`src/rtl/rptr_empty_ctrl.sv`:
```
// Read-side pointer/status controller of an asynchronous FIFO (rclk domain).
// Tracks binary/Gray read pointers against the synchronized Gray write pointer.
module rptr_empty_ctrl #(
  parameter int ADDR_SIZE = 8,
  parameter int AEMPTY_TH = 2
) (
  input  logic                 rclk,
  input  logic                 rrst_n,
  input  logic                 rinc,
  input  logic                 rerr_clr,
  input  logic [ADDR_SIZE:0]   rq2_wptr,
  output logic [ADDR_SIZE-1:0] raddr,
  output logic [ADDR_SIZE:0]   rptr,
  output logic                 rempty,
  output logic                 ralmost_empty,
  output logic [ADDR_SIZE:0]   rlevel,
  output logic                 rerr_underflow
);

  localparam logic [ADDR_SIZE:0] AE_TH = (ADDR_SIZE+1)'(AEMPTY_TH);

  logic [ADDR_SIZE:0] rbin;
  logic [ADDR_SIZE:0] rbinnext;
  logic [ADDR_SIZE:0] rgraynext;
  logic [ADDR_SIZE:0] wbin_s;
  logic [ADDR_SIZE:0] diff;
  logic               ren;

  assign ren       = rinc & ~rempty;
  assign rbinnext  = rbin + (ADDR_SIZE+1)'(ren);
  assign rgraynext = (rbinnext >> 1) ^ rbinnext;
  assign raddr     = rbin[ADDR_SIZE-1:0];

  // Gray-to-binary: each binary bit is the XOR of all Gray bits at or above it.
  always_comb begin
    wbin_s = '0;
    for (int i = 0; i <= ADDR_SIZE; i++) begin
      wbin_s[i] = ^(rq2_wptr >> i);
    end
  end

  // Level and almost-empty share this difference so both flags stay aligned.
  assign diff = wbin_s - rbinnext;

  always_ff @(posedge rclk or negedge rrst_n) begin
    if (!rrst_n) begin
      rbin           <= '0;
      rptr           <= '0;
      rempty         <= 1'b1;
      ralmost_empty  <= 1'b1;
      rlevel         <= '0;
      rerr_underflow <= 1'b0;
    end else begin
      rbin          <= rbinnext;
      rptr          <= rgraynext;
      rempty        <= (rgraynext == rq2_wptr);
      ralmost_empty <= (diff <= AE_TH);
      rlevel        <= diff;
      if (rinc && rempty) begin
        rerr_underflow <= 1'b1;
      end else if (rerr_clr) begin
        rerr_underflow <= 1'b0;
      end
    end
  end

endmodule

```
`config.mk`:
```
export PLATFORM = sky130hd
export DESIGN_NAME = rptr_empty_ctrl
export DESIGN_NICKNAME = d
export VERILOG_FILES = /design/src/rtl/rptr_empty_ctrl.sv
export SDC_FILE = /design/constraint.sdc
export NUM_CORES = 1
export LEC_CHECK = 0
export ABC_AREA = 1
export CAP_MARGIN = 20
export CELL_PAD_IN_SITES_DETAIL_PLACEMENT = 0
export CELL_PAD_IN_SITES_GLOBAL_PLACEMENT = 1
export CORE_ASPECT_RATIO = 1.4
export CORE_UTILIZATION = 35
export CTS_BUF_LIST = sky130_fd_sc_hd__clkbuf_2 sky130_fd_sc_hd__clkbuf_4 sky130_fd_sc_hd__clkbuf_8
export CTS_CLUSTER_SIZE = 28
export DETAILED_ROUTE_END_ITERATION = 12
export GPL_TIMING_DRIVEN = 0
export MAX_ROUTING_LAYER = met4
export PLACE_DENSITY_LB_ADDON = 0.3
export SYNTH_ARGS = -nofsm -noshare
export SYNTH_HDL_FRONTEND = slang
export SYNTH_SLANG_ARGS = --single-unit
```
`constraint.sdc`:
```
create_clock -name rclk -period 2.27 [get_ports rclk]
set_clock_uncertainty 0.1 [all_clocks]
set_input_delay 0.5675 -clock rclk [delete_from_list [all_inputs] [get_ports rclk]]
set_output_delay 0.5675 -clock rclk [all_outputs]
set_load 0.05 [all_outputs]
```
Word level (Yosys, flattened, before mapping):

Index checks and enable logic that the tools add are counted.
Widths: inputs -> output; s select.

* add/subtract/negate cells: 2
* $mul: 0
* divide/modulo/power cells: 0
* order comparisons: 1
* equal/unequal tests: 1
* shifts and indexed selects: 0
* multiplexer cells: 2
* bitwise gates (word level): 3
* reductions and logical operators: 11

Operators by type and width (count)
* $reduce_xor 9->1: 9
* $add 9x1->9: 1
* $eq 9x9->1: 1
* $le 9x2->1 const B: 1
* $sub 9x9->9: 1
* $xor 8x9->9: 1
* $mux 1: 2
* $reduce_bool 2->1: 1
* $and 1x1->1: 1
* $logic_and 1x1->1: 1
* $not 1->1: 1

* bits in registers: 30
* bits in latches: 0
* bits in writable memories: 0
* memory bits (read-only): 0
* input bits: 13
* output and inout bits: 29
* logic and storage cells: 26
* memories kept: 0

Depth between registers and ports, before layout:

* depth after elaboration: 5
* gate-level depth with buffers: 23
* gate-level depth less buffers: 22

Least setup slack after synthesis:

Ideal clock, no wire load.

* kind: input to register
* start point: in rq2_wptr[5]
* end point: reg ralmost_empty
* data arrival time: 2.611 ns
* data required time: 2.106 ns
* slack: -0.505 ns
* cell stages on the path: 19
* path buffers: 1
* cells stage by stage: buf_6 -> nand2_1 -> inv_1 -> nor2_1 -> nand2_2 -> nand2_2 -> nand2_2 -> nand2_2 -> xor2_1 -> ha_1 -> inv_1 -> fa_1 -> xor2_1 -> a21o_1 -> nor2_1 -> nand2_1 -> nor2_2 -> nand3_1 -> nor2_2

* word-level cells in the longest chain between the ends: 3
* elaborated cells on any way between the ends: 8
* those cells by class: add/sub: 1; order compare: 1; reduce/logical: 6

Ends and longest elaborated chain
* start: declaration: RTL line 11 `input logic [ADDR_SIZE:0] rq2_wptr,`
* $reduce_xor 9->1: RTL line 38 `wbin_s[i] = ^(rq2_wptr >> i);`
* $sub 9x9->9 (*): RTL line 43 `assign diff = wbin_s - rbinnext;`
* via diff[2]: RTL line 26 `logic [ADDR_SIZE:0] diff;`
* $le 9x2->1 (*): RTL line 57 `ralmost_empty <= (diff <= AE_TH);`
* end signal: assignment: RTL line 57
* end: declaration: RTL line 15 `output logic ralmost_empty,`

The timed path passes the listed nets; every way through them passes the cells marked *.
A chain may end at the register's enable or synchronous reset.

Final worst setup path:

* start point: in rq2_wptr[5]
* end point: reg ralmost_empty

* word-level cells in the longest chain between the ends: 3
* elaborated cells on any way between the ends: 8
* those cells by class: add/sub: 1; order compare: 1; reduce/logical: 6

Ends and longest elaborated chain (RTL line)
* $reduce_xor 9->1: 38
* $sub 9x9->9 (*): 43
* $le 9x2->1 (*): 57

Mark *: on every way between the ends. The rest lies on a longest branch, timed or not.

==> summary.md <==
| Metric | Value |
|---|---|
| Worst vdd ir | 0.000728 V |
| Worst Path Required | 2390 ps |
| Global-route wire length before repair | 7620 um |
| Startpoint type of the worst setup path | input port |
| Crit Path Category | input port to flip-flop |
| Starting DRT DRC Count | 30 |
| WHS | 421 ps |
| RSZ-0062 raised after global routing | true |
| EDFF count, synth | 0 |
| Post-synthesis sequential area ratio | 0.374 |
| Number of global-route vias before repair | approximately 1700 |
| Setup ws final | -243 ps |
| CTS H-tree lvls | 2 |
| Die ar. | slightly below 6000 um^2 |
| Vias | 1727 |
| Worst-path clk slew | 60 ps |
| Leakage | ~0.0015 uW |
| Worst-Skew Late Latency | 280 ps |
| Slew Limit Fails | 0 |
| Worst-margin pin slew | between 500 and 600 ps |
| Root buffer cell | clkbuf_8 |
| Failing checks | negative setup slack |
| Setup violators final | 6 |
| DIE HEIGHT | 90.3 um |
| Hold wc startpoint | rinc |
| Clock buffer count from CTS | 5 |
| Post-Syn Instances | 247 |
| Leading area contributor after synthesis | dfrtp_1 |
| Synth cell types | 30 |
| Antenna Nets Post-Route | 0 |
| Fill count | 500 |
| Synthesized Nets | 269 |
| Mapped Area | 1950 um^2 |
| P per Cell Area | 1660 nW/um^2 |
| Worst hold path class | input port to flip-flop |
| WP depth | 23 |
| Maximum number of pins on one net before global-route repair | 21 |
| CTS Buffer Depth | 2 |
| Hold_buf cts | 0 |
| R2R cell count | 16 |
| Period Utilization, post-route | 1.11 |
| Number of antenna diodes | 0 |
| Wire per inst | 11.6 um |
| Hold path depth | 3 |
| WHS Endpoint | rerr_underflow |
| Async set-reset flop share out of synthesis | 1.00 |
| Area contributors post-synth | dfrtp_1 35%, nand2_1 14%, inv_1 6.4% |
| Buffers on Ports | 39 |
| Detailed-route DRC error count | 0 |
| Main flop type after synthesis | dfrtp_1 |
| Most frequent cell after synthesis | nand2_1 |
| Worst r2r src | rempty |
| First-pass DRT Iterations | 4 |
| Hold Vio Cnt, Final | 0 |
| Cell mode on critical path | nand2_2 |
| Worst-path maximum fanout | 6 |
| # IOs | 42 |
| Area Overhead vs Synth | 54.6% |
| Critical path cell sequence | buf_12 -> nand2_4 -> inv_2 -> nor2_2 -> nand2_2 -> nand2_2 -> nand2_4 -> nand2_4 -> xor2_1 -> ha_2 -> inv_2 -> fa_2 -> nand2_2 -> nand2_2 -> nand2_2 -> nand2_2 -> nand2_2 -> nand2_2 -> nand2_1 -> nand2_1 -> nand2_2 -> nand3_1 -> nor2_2 |
| GRT Total Usage | 0.174 |
| Total global routing overflow | 0 |
| Worst setup EP type | flip-flop |
| Fraction of layout cells with a size suffix above 1 | 0.404 |
| Post-DP HPWL | 3340 um |
| Fmax | 398 MHz |
| Nets | 338 |
| Dpl ws | -1240 ps |
| Slew HR | 0.626 |
| CP max stage delay | between 300 and 400 ps |
| Synth top area share | 0.347 |
| List of most frequent post-synthesis cells | 71 x nand2_1, 33 x inv_1, 27 x dfrtp_1 |
| Cell Area, Placed | 2560 um^2 |
| Die Wd | 65.1 um |
| DR vias/cell | 4.51 |
| Outcome | finished, violations left |
| Fin area | 3010 um^2 |
| Core area | 5280 um^2 |
| # clock sinks | 29 |
| MaxCap Viol Count | 0 |
| CP max stage cell | fa_2 |
| WL final | 4430 um |
| Final min period | 2510 ps |
| Row cnt | 31 |
| Synthesized flop and latch total | 29 |
| Buf/Inv on CP | 3 |
| Routability-driven placement congestion ratio | between 0.8 and 0.9 |
| Crit path max-delay family | simple AND/OR/NAND/NOR gates |
| Initial Utilization | 0.369 |
| Initial antenna violation count | 0 |
| Crit path DAT | 2630 ps |
| Critical R2R Capture | ralmost_empty |
| Syn Area/Cell | 7.89 um^2 |
| Synth warnings | 0 |
| CTS tree | done |
| FF-to-FF setup slack | -230 ps |
## registers in the layout, indices dropped and copies added, names as in the netlist
register and cells:
ralmost_empty 1, rempty 1, rbin 9, rlevel 9, rptr 8, rerr_underflow 1
## report_power, final
part           switching, uW  leakage [uW]  internal [uW]  total (uW)
registers                134      0.000339            778         912
logic                   2180       0.00112           1350        3530
clock network            197     0.0000574            356         553
## cells by family (layout without fill, tap and decap cells)
group,after synthesis,in the layout,synth area share
simple gates,133,133,0.332
buf+inv,42,112,0.0867
flops,29,29,0.374
xor+xnor,26,26,0.121
fa+ha+maj,9,9,0.0617
compound gates,8,8,0.0250
## layer usage
layer | share of wire | global-route usage | vias up
met5 | 0 | - | -
met4 | 0.021 | 0.0779 | 0
met3 | 0.025 | 0.0240 | 6
met2 | 0.53 | 0.300 | 40
met1 | 0.42 | 0.195 | 788
li1 | - | - | 893
## through the flow
stage | setup TNS, ps | power, uW | instances | utilization
6_report | -653 | 5000 | 383 | 0.571
5_1_grt | -1580 | 5390 | 383 | 0.571
4_1_cts | -987 | 4950 | 380 | 0.560
3_5_place_dp | -12680 | 4100 | 353 | 0.486
3_3_place_gp | -12820 | 4070 | 352 | 0.481
2_1_floorplan | -1560 | 3270 | 247 | -
## worst min-delay path, cell delays in order
cell and delay [ps]:
buf_8 90, nand2_1 40, o21ai_0 60
## worst max path at each step
stage / to / start / slack (ps)
after CTS: ralmost_empty / rq2_wptr[5] / -310
after global placement: ralmost_empty / rq2_wptr[4] / -1230
after detailed placement: ralmost_empty / rq2_wptr[4] / -1240
after global routing: ralmost_empty / rq2_wptr[5] / -390
after floorplan: ralmost_empty / rq2_wptr[5] / -420
final: ralmost_empty / rq2_wptr[5] / -240
## layout make-up
type	count	area (um^2)	area share
Multi-Input combinational cell	176	1290	0.428
Clock inverter	2	37.5	0.0125
Inverter	40	170	0.0565
Clock buffer	6	82.6	0.0274
Sequential cell	29	729	0.242
Buffer	2	27.5	0.00914
Timing Repair Buffer	62	593	0.197
Tap cell	66	82.6	0.0274
## what timing repair did
| action | 4_1_cts | 5_1_grt |
|---|---|---|
| setup endpoints to repair | 17 | 11 |
| setup buffers | 19 | 3 |
| pin swaps | 36 | 23 |
| resized for setup | 68 | 18 |
## layout by cell type, fill, tap and decap left out, types with 2 or more instances in the layout
master	Yosys	routed
buf_6	1	2
nand3_4	1	2
buf_2	0	3
nand4_1	4	4
dfrtp_1	27	26
dlymetal6s2s_1	0	3
nor2_2	2	6
clkbuf_8	0	6
nand2_1	71	60
nand3_2	5	9
inv_1	33	22
inv_4	0	5
nand2_2	18	24
a21o_1	2	2
xor2_2	1	6
clkdlybuf4s50_1	0	27
nand3_1	16	11
xnor2_1	11	9
buf_4	1	23
dfstp_2	2	2
xnor2_2	0	2
buf_12	0	2
ha_1	8	2
nor2_1	11	5
nor2_4	0	2
nand2_4	2	7
inv_2	6	11
o21ai_0	2	2
xor2_1	14	9
ha_4	0	5
Note: power is estimated with default switching activity, not from simulation.
